===== src/rtl/dm_cache_ctrl_pkg.sv =====
// -----------------------------------------------------------------------------
// memory_sub_system_param
//   Shared geometry and state encoding for the direct-mapped cache controller.
//   Address layout is {tag, index, offset}; one valid bit per line.
//   Ports: none (package only).
// -----------------------------------------------------------------------------
package memory_sub_system_param;

    localparam int TAG_LENGTH      = 8;
    localparam int INDEX_LENGTH    = 4;
    localparam int OFFSET_LENGTH   = 4;
    localparam int NUM_CACHE_LINES = 1 << INDEX_LENGTH;
    localparam int ADDR_LENGTH     = TAG_LENGTH + INDEX_LENGTH + OFFSET_LENGTH;

    typedef enum logic [2:0] {
        ST_IDLE    = 3'd0,
        ST_COMPARE = 3'd1,
        ST_REFILL  = 3'd2,
        ST_WTHRU   = 3'd3,
        ST_DONE    = 3'd4
    } cache_state_t;

endpackage : memory_sub_system_param


===== src/rtl/dm_cache_ctrl_valid.sv =====
// -----------------------------------------------------------------------------
// dm_valid_array
//   One valid flop per cache line. Single-index set, global clear,
//   combinational read.
//   Ports:
//     clk, resetn   clock / asynchronous active-low reset
//     set_i         set valid[set_idx_i] this cycle
//     set_idx_i     line to mark valid
//     clr_all_i     clear every line (takes priority over set_i)
//     rd_idx_i      line to look up
//     rd_valid_o    valid[rd_idx_i]
// -----------------------------------------------------------------------------
module dm_valid_array #(
    parameter int IDX_W     = 4,
    parameter int NUM_LINES = 1 << IDX_W
) (
    input  logic             clk,
    input  logic             resetn,
    input  logic             set_i,
    input  logic [IDX_W-1:0] set_idx_i,
    input  logic             clr_all_i,
    input  logic [IDX_W-1:0] rd_idx_i,
    output logic             rd_valid_o
);

    logic [NUM_LINES-1:0] valid_q;

    // NOTE: unlike a data array, the valid bits are control state and must be
    // reset; a line that powers up "valid" would return garbage as a hit.
    always_ff @(posedge clk or negedge resetn) begin
        if (!resetn) begin
            valid_q <= '0;
        end else if (clr_all_i) begin
            valid_q <= '0;
        end else if (set_i) begin
            valid_q[set_idx_i] <= 1'b1;
        end
    end

    assign rd_valid_o = valid_q[rd_idx_i];

endmodule : dm_valid_array


===== src/rtl/dm_cache_ctrl.sv =====
// -----------------------------------------------------------------------------
// dm_cache_ctrl
//   Sequencing FSM for a direct-mapped, write-through, no-write-allocate cache.
//   Accepts one CPU request at a time, looks the line up in an external
//   synchronous tag_mem, refills on read miss, writes through on every write,
//   then pulses cpu_ready for one cycle.
//
//   Optional build macro: CACHE_STATS_EN adds saturating hit_count/miss_count.
//
//   Ports:
//     clk, resetn                 clock / asynchronous active-low reset
//     cpu_req, cpu_we, cpu_addr   CPU request, held until cpu_ready
//     cpu_flush                   invalidate all lines (IDLE only, beats cpu_req)
//     cpu_ready, cpu_hit          one-cycle completion and its hit flag
//     tag_write/index/wdata       tag_mem control; tag_rdata returns 1 cycle later
//     data_write, data_src        data array write enable / source (0 CPU, 1 mem)
//     mem_req, mem_we, mem_addr   main-memory request, held until mem_ack
//     mem_ack                     one-cycle completion from main memory
//     hit_count, miss_count       (CACHE_STATS_EN only) request statistics
// -----------------------------------------------------------------------------
module dm_cache_ctrl
    import memory_sub_system_param::*;
#(
    parameter  int TAG_W     = TAG_LENGTH,
    parameter  int IDX_W     = INDEX_LENGTH,
    parameter  int OFF_W     = OFFSET_LENGTH,
    localparam int ADDR_W    = TAG_W + IDX_W + OFF_W,
    localparam int NUM_LINES = 1 << IDX_W
) (
    input  logic              clk,
    input  logic              resetn,
    input  logic              cpu_req,
    input  logic              cpu_we,
    input  logic [ADDR_W-1:0] cpu_addr,
    input  logic              cpu_flush,
    output logic              cpu_ready,
    output logic              cpu_hit,
    output logic              tag_write,
    output logic [IDX_W-1:0]  tag_index,
    output logic [TAG_W-1:0]  tag_wdata,
    input  logic [TAG_W-1:0]  tag_rdata,
    output logic              data_write,
    output logic              data_src,
    output logic              mem_req,
    output logic              mem_we,
    output logic [ADDR_W-1:0] mem_addr,
    input  logic              mem_ack
`ifdef CACHE_STATS_EN
    ,
    output logic [31:0]       hit_count,
    output logic [31:0]       miss_count
`endif
);

    cache_state_t      state_q, state_d;
    logic [ADDR_W-1:0] addr_q, addr_d;
    logic              we_q, we_d;
    logic              hit_q, hit_d;
    // High in the first COMPARE cycle, while tag_mem is still reading.
    logic              tag_wait_q;

    logic [IDX_W-1:0]  idx_q;
    logic [TAG_W-1:0]  tag_q;
    logic              accept;
    logic              flush_now;
    logic              lookup_valid;
    logic              lookup_hit;
    logic              eval_cycle;
    logic              refill_done;

    assign idx_q = addr_q[OFF_W +: IDX_W];
    assign tag_q = addr_q[OFF_W+IDX_W +: TAG_W];

    assign flush_now   = (state_q == ST_IDLE) && cpu_flush;
    assign accept      = (state_q == ST_IDLE) && !cpu_flush && cpu_req;
    assign eval_cycle  = (state_q == ST_COMPARE) && !tag_wait_q;
    assign lookup_hit  = lookup_valid && (tag_rdata == tag_q);
    assign refill_done = (state_q == ST_REFILL) && mem_ack;

    dm_valid_array #(
        .IDX_W     (IDX_W),
        .NUM_LINES (NUM_LINES)
    ) u_valid (
        .clk        (clk),
        .resetn     (resetn),
        .set_i      (refill_done),
        .set_idx_i  (idx_q),
        .clr_all_i  (flush_now),
        .rd_idx_i   (idx_q),
        .rd_valid_o (lookup_valid)
    );

    // ---------------------------------------------------------------- state
    // NOTE: every flop is written with <= so all registers update from the
    // same pre-edge values; blocking assignments here would create ordering
    // races between blocks.
    always_ff @(posedge clk or negedge resetn) begin
        if (!resetn) begin
            state_q    <= ST_IDLE;
            addr_q     <= '0;
            we_q       <= 1'b0;
            hit_q      <= 1'b0;
            tag_wait_q <= 1'b0;
        end else begin
            state_q    <= state_d;
            addr_q     <= addr_d;
            we_q       <= we_d;
            hit_q      <= hit_d;
            tag_wait_q <= accept;
        end
    end

    // ----------------------------------------------------------- next state
    // NOTE: every always_comb output gets a default first so no path leaves
    // it unassigned, which would otherwise infer a latch.
    always_comb begin
        state_d = state_q;
        unique case (state_q)
            ST_IDLE:    if (accept) state_d = ST_COMPARE;
            ST_COMPARE: begin
                if (!tag_wait_q) begin
                    if (we_q)            state_d = ST_WTHRU;
                    else if (lookup_hit) state_d = ST_DONE;
                    else                 state_d = ST_REFILL;
                end
            end
            ST_REFILL:  if (mem_ack) state_d = ST_DONE;
            ST_WTHRU:   if (mem_ack) state_d = ST_DONE;
            ST_DONE:    state_d = ST_IDLE;
            default:    state_d = ST_IDLE;
        endcase
    end

    // Request latch and registered lookup result.
    always_comb begin
        addr_d = addr_q;
        we_d   = we_q;
        hit_d  = hit_q;
        if (accept) begin
            addr_d = cpu_addr;
            we_d   = cpu_we;
        end
        if (eval_cycle) begin
            hit_d = lookup_hit;
        end
    end

    // -------------------------------------------------------------- outputs
    // Moore per state, except the COMPARE write-hit strobe and the refill
    // commit, which must line up with the cycle their condition is known.
    always_comb begin
        cpu_ready  = 1'b0;
        cpu_hit    = 1'b0;
        tag_write  = 1'b0;
        tag_index  = idx_q;
        tag_wdata  = tag_q;
        data_write = 1'b0;
        data_src   = 1'b0;
        mem_req    = 1'b0;
        mem_we     = 1'b0;
        mem_addr   = addr_q;
        unique case (state_q)
            ST_IDLE: ;
            ST_COMPARE: begin
                // Write hit updates the cached copy; a write miss does not allocate.
                data_write = eval_cycle && we_q && lookup_hit;
            end
            ST_REFILL: begin
                mem_req  = 1'b1;
                data_src = 1'b1;
                if (mem_ack) begin
                    tag_write  = 1'b1;
                    data_write = 1'b1;
                end
            end
            ST_WTHRU: begin
                mem_req = 1'b1;
                mem_we  = 1'b1;
            end
            ST_DONE: begin
                cpu_ready = 1'b1;
                cpu_hit   = hit_q;
            end
            default: ;
        endcase
    end

`ifdef CACHE_STATS_EN
    // ----------------------------------------------------------- statistics
    logic [31:0] hit_count_q, miss_count_q;

    always_ff @(posedge clk or negedge resetn) begin
        if (!resetn) begin
            hit_count_q  <= '0;
            miss_count_q <= '0;
        end else if (flush_now) begin
            hit_count_q  <= '0;
            miss_count_q <= '0;
        end else if (state_q == ST_DONE) begin
            if (hit_q) begin
                if (hit_count_q != 32'hFFFF_FFFF) hit_count_q <= hit_count_q + 32'd1;
            end else begin
                if (miss_count_q != 32'hFFFF_FFFF) miss_count_q <= miss_count_q + 32'd1;
            end
        end
    end

    assign hit_count  = hit_count_q;
    assign miss_count = miss_count_q;
`endif

endmodule : dm_cache_ctrl


===== config.mk =====
export PLATFORM = sky130hd
export DESIGN_NAME = dm_cache_ctrl
export DESIGN_NICKNAME = d
export VERILOG_FILES = /design/src/rtl/dm_cache_ctrl_pkg.sv /design/src/rtl/dm_cache_ctrl_valid.sv /design/src/rtl/dm_cache_ctrl.sv
export SDC_FILE = /design/constraint.sdc
export NUM_CORES = 1
export LEC_CHECK = 0
export ABC_CLOCK_PERIOD_IN_PS = 6300
export CORE_MARGIN = 8
export CORE_UTILIZATION = 26
export DETAILED_ROUTE_END_ITERATION = 10
export PLACE_DENSITY = 0.47
export SLEW_MARGIN = 20
export SYNTH_ARGS = -nofsm -noshare
export SYNTH_HDL_FRONTEND = slang
export SYNTH_SLANG_ARGS = --single-unit

===== constraint.sdc =====
create_clock -name clk -period 6.3 [get_ports clk]
set_clock_uncertainty 0.15 [all_clocks]
set_input_delay 1.89 -clock clk [delete_from_list [all_inputs] [get_ports clk]]
set_output_delay 1.89 -clock clk [all_outputs]
set_load 0.01 [all_outputs]

# [After elaboration in Yosys (flattened, before gate mapping)]
# Cells that the tools add are included.
[word_totals] register_bits=38 input_bits=30 out_inout_bits=35 wordCells=52
[op_classes] magnitude_cmp=2 eq_ne=8 mux=20 bitwise=1 n_reduce_logical=15
[ops] operator="$mux 16" n=2
[ops] operator="$or 16x16->16" n=1
[ops] operator="$mux 3" n=5
[ops] operator="$logic_and 1x1->1" n=9
[ops] operator="$mux 1" n=9
[ops] operator="$pmux 3 s3" n=1
[ops] operator="$eq 8x8->1" n=1
[ops] operator="$eq 3x2->1 const B" n=2
[ops] operator="$lt 4x5->1 const B" n=1
[ops] operator="$bmux 1 s4" n=1
[ops] operator="$demux 1 s4" n=1
[ops] operator="$ge 4x1->1 const B" n=1
[ops] operator="$ne 2x2->1 const B" n=2
[ops] operator="$eq 3x1->1 const B" n=1
[ops] operator="$eq 3x3->1 const B" n=1
[ops] operator="$logic_not 3->1" n=1
[ops] operator="$reduce_and 3->1" n=1
[ops] operator="$logic_not 1->1" n=2
[ops] operator="$ne 2x1->1 const B" n=1
[ops] operator="$pmux 1 s2" n=1
[ops] operator="$reduce_bool 2->1" n=1
[ops] operator="$reduce_or 2->1" n=1

# [Logic depth before layout (Yosys ltp)]
[logic_depth] depth_word=7 ltp_mapped=6

# [Hierarchy]
# From an unflattened synthesis, not the netlist that was laid out.
[unflattened] cells_unflattened=155 area_unflattened_um2=1876.8
[modules_own_cells] module="dm_cache_ctrl" n_inst=1 cells_per_inst=89 area_each_um2=1124.8 seq_area_each_um2=550.5
[modules_own_cells] module="dm_valid_array" n_inst=1 cells_per_inst=66 area_each_um2=752.0 seq_area_each_um2=400.4

# [Worst setup path after synthesis]
# OpenSTA, ideal clock, no wires.
[synth_path] path_type="in2out" from="in tag_rdata[2]" to="out data_write" t_arrival_ns=2.750 slack_ns=1.510 cell_stages=4 path_cell_list="xor2_1 > nor4_1 > nand2_1 > o31ai_1"
[synth_between] elab_chain_len=4
[synth_lines] item="start: declaration" line_no="dm_cache_ctrl.sv:41" rtl="input logic [TAG_W-1:0] tag_rdata,"
[synth_lines] item="$eq 8x8->1" line_no="dm_cache_ctrl.sv:77" rtl="assign lookup_hit = lookup_valid && (tag_rdata == tag_q);"
[synth_lines] item="$logic_and 1x1->1" line_no="dm_cache_ctrl.sv:77"
[synth_lines] item="$logic_and 1x1->1" line_no="dm_cache_ctrl.sv:166" rtl="data_write = eval_cycle && we_q && lookup_hit;"
[synth_lines] item="$pmux 1 s2" line_no="dm_cache_ctrl.sv:162" rtl="unique case (state_q)"
[synth_lines] item="end: declaration" line_no="dm_cache_ctrl.sv:42" rtl="output logic data_write,"
# Every way passes these cells.

# [Worst setup path after layout]
# Ends and elaborated chain as after synthesis.

==> impl_metrics.toml <==
[worst_setup_path]
arrival_ns = 3.76
crit_chain = "clkdlybuf4s50_1, xor2_1, nor4_1, nand2_1, o31ai_1, clkdlybuf4s50_1"
cpMostUsedCell = "clkdlybuf4s50_1"
r2r_slack_ns = 4.27
timing.critical_path.slowest_cell_delay_ns = 0.58
critPathSlowestCell = "clkdlybuf4s50_1"
critPathMaxFanout = 4
critPathKind = "primary input to output port"
crit_required_ns = 4.26
cp-end-kind = "output port"
setup.worst_path.start_class = "primary input"

[timing]
maxSlewViolCount = 0
relSlewSlack_pct = 41.8
worst_slew_pin_slew_ns = 0.873
timing.hold.ws_ns = 0.328
max_freq_mhz = 172
setup_slack_ns = 0.496
rsz0062_at_grt = "no"
finalHoldViolations = 0
setup_viol = 0
finalCriticalPeriod_ns = 5.80
timing.final.crit_share_pct = 92.1
fin_setup_tns_ns = 0

[logic_synthesis]
synth.largest_area_cell = "dfrtp_1"
synthCells = 169
ys_seq_area_share_pct = 48.9
syn_nets = 199
synth_edf_count = 0
postSynthAreaPerCell_um2 = 11.5
synth_seq_cells = 38
async_reset_ff_share_pct = 100
ys_warn_count = 0
synthesis.area_um2 = 1940
synth-main-ff-cell = "dfrtp_1"
ys_types = 38
synth_top_area_share_pct = 48.9
synth_top_cells_by_area = "dfrtp_1, mux2_2, buf_4"

[clock_tree]
cts.sinks = 38
cts_root_buffer = "clkbuf_8"
htree_num_levels = 2
numCtsBuffers = 5
post_cts_buffers = 0
cts_tree = "built"
post_cts_resized = 0
insertion_delay_ns = 0.29
clk_pin_slew_worst_paths_ns = 0.08
clock_path_buffers = 2
cts_hold_buffers = 0

[die]
io_pins = 65
die_w_um = 102
core_um2 = 7250
die-area_um2 = 10500
die_h_um = 102
initial_core_util_pct = 26.8
core.rowCount = 31

[route]
vias_per_cell = 4.38
drt_iter0_markers = 40
drc = 0
first_pass_iters = 4
wl_per_cell_um = 15.5
num_vias = 1398
finalWirelength_um = 4960
ant_nets = 0

[cells_and_area]
fin_nets = 249
utilization_pct = 36.6
syn2layout_area_growth_pct = 36.8
fin_cells = 319
drive_above_1_share_pct = 15.0
final_cell_area_um2 = 2660
antennaDiodeCount = 0

[grt]
grt_max_degree = 39
grt_usage_pct = 9.27
grt_pass1_vias = 1411
antenna_found_initial = 0
grt_pass1_wl_um = 7490
grt.overflow.total = 0

[place]
dpl.hpwl_um = 3630
placed_area_um2 = 2560
dp.cells = 311
place_congestion = 0.722
port_buffers = 64
place_worst_setup_slack_ns = 0.476

[run_status]
status = "finished clean"

[pwr]
ir_drop_v = 0.000232
power_density_nw_per_um2 = 422
p_total_mw = 1.12
total_leakage_power_nw = 1.12

[job]
maxCapViolations = 0

[worst_hold_path]
hp-class = "flip-flop to flip-flop"
[metal layers]
| layer | routed length, um | global-route usage, % | vias up |
|---|---|---|---|
| met4 | 57 | 3.72 | 0 |
| met2 | 2520 | 15.3 | 30 |
| li1 | - | - | 677 |
| met1 | 2110 | 11.0 | 686 |
| met5 | 0 | 0 | - |
| met3 | 270 | 2.79 | 5 |
[worst paths after layout]
check	from	to	cells after the start
worst max register to register	state_q[1]	mem_addr[0]	3
worst min register to register	hit_q	hit_q	2
worst min-delay path	hit_q	hit_q	2
worst max-delay path	tag_rdata[2]	data_write	6
min in group asynchronous	resetn	mem_addr[13]	1
max in group asynchronous	resetn	u_valid.valid_q[10]	1
[sequential cells by signal, summed over array words and instances, names as in the netlist]
name	cells
state_q	3
hit_q	1
we_q	1
tag_wait_q	1
mem_addr	16
u_valid.valid_q	16
[worst max-delay path: cells and delay by family]
family                 cells  cell delay [ns]
buffers and inverters      2             0.99
AND/OR/NAND/NOR            2             0.52
AO/OA/AOI/OAI              1             0.21
XOR/XNOR                   1             0.14
[cells in the mapped netlist (4+ instances only)]
master,instances
mux2_2,17
buf_4,13
dfrtp_1,38
o21a_1,4
buf_2,4
nand2b_1,4
nand2_1,8
inv_1,4
xor2_1,8
nor2_1,16
a21oi_1,9
nor3b_1,6
[final cells by class]
class                           instances  area (um^2)
Inverter                                4         15.0
Timing Repair Buffer                   64          636
Clock inverter                          2         12.5
Fill cell                             758         4600
Sequential cell                        38          951
Tap cell                               99          124
Clock buffer                            6         82.6
Multi-Input combinational cell        106          837
[cells by family after synthesis]
logic type	share of synthesized area, %
compound gates	8.76
xor+xnor	3.61
buf+inv	7.98
flops	48.9
mux	15.4
simple gates	15.3
[power breakdown]
part | switching, mW | internal, mW
Sequential | 0.119 | 0.320
Clock | 0.0908 | 0.0880
Combinational | 0.193 | 0.310
Total | 0.403 | 0.718
[cell usage in the layout (no fill, tap or decap), drive strengths merged, types with 2 or more instances in the layout]
master | Yosys | layout
a21oi | 9 | 9
a31oi | 3 | 3
and2 | 2 | 2
and3 | 2 | 2
clkbuf | 3 | 6
clkdlybuf4s50 | 0 | 63
dfrtp | 38 | 38
inv | 4 | 4
mux2 | 17 | 17
mux4 | 4 | 4
nand2 | 8 | 8
nand2b | 4 | 4
nor2 | 16 | 16
nor3 | 3 | 3
nor3b | 6 | 6
nor4 | 2 | 2
o21a | 4 | 4
o21ai | 2 | 2
o31ai | 3 | 3
xor2 | 8 | 8
No activity file was read; power rests on OpenSTA's default activity.
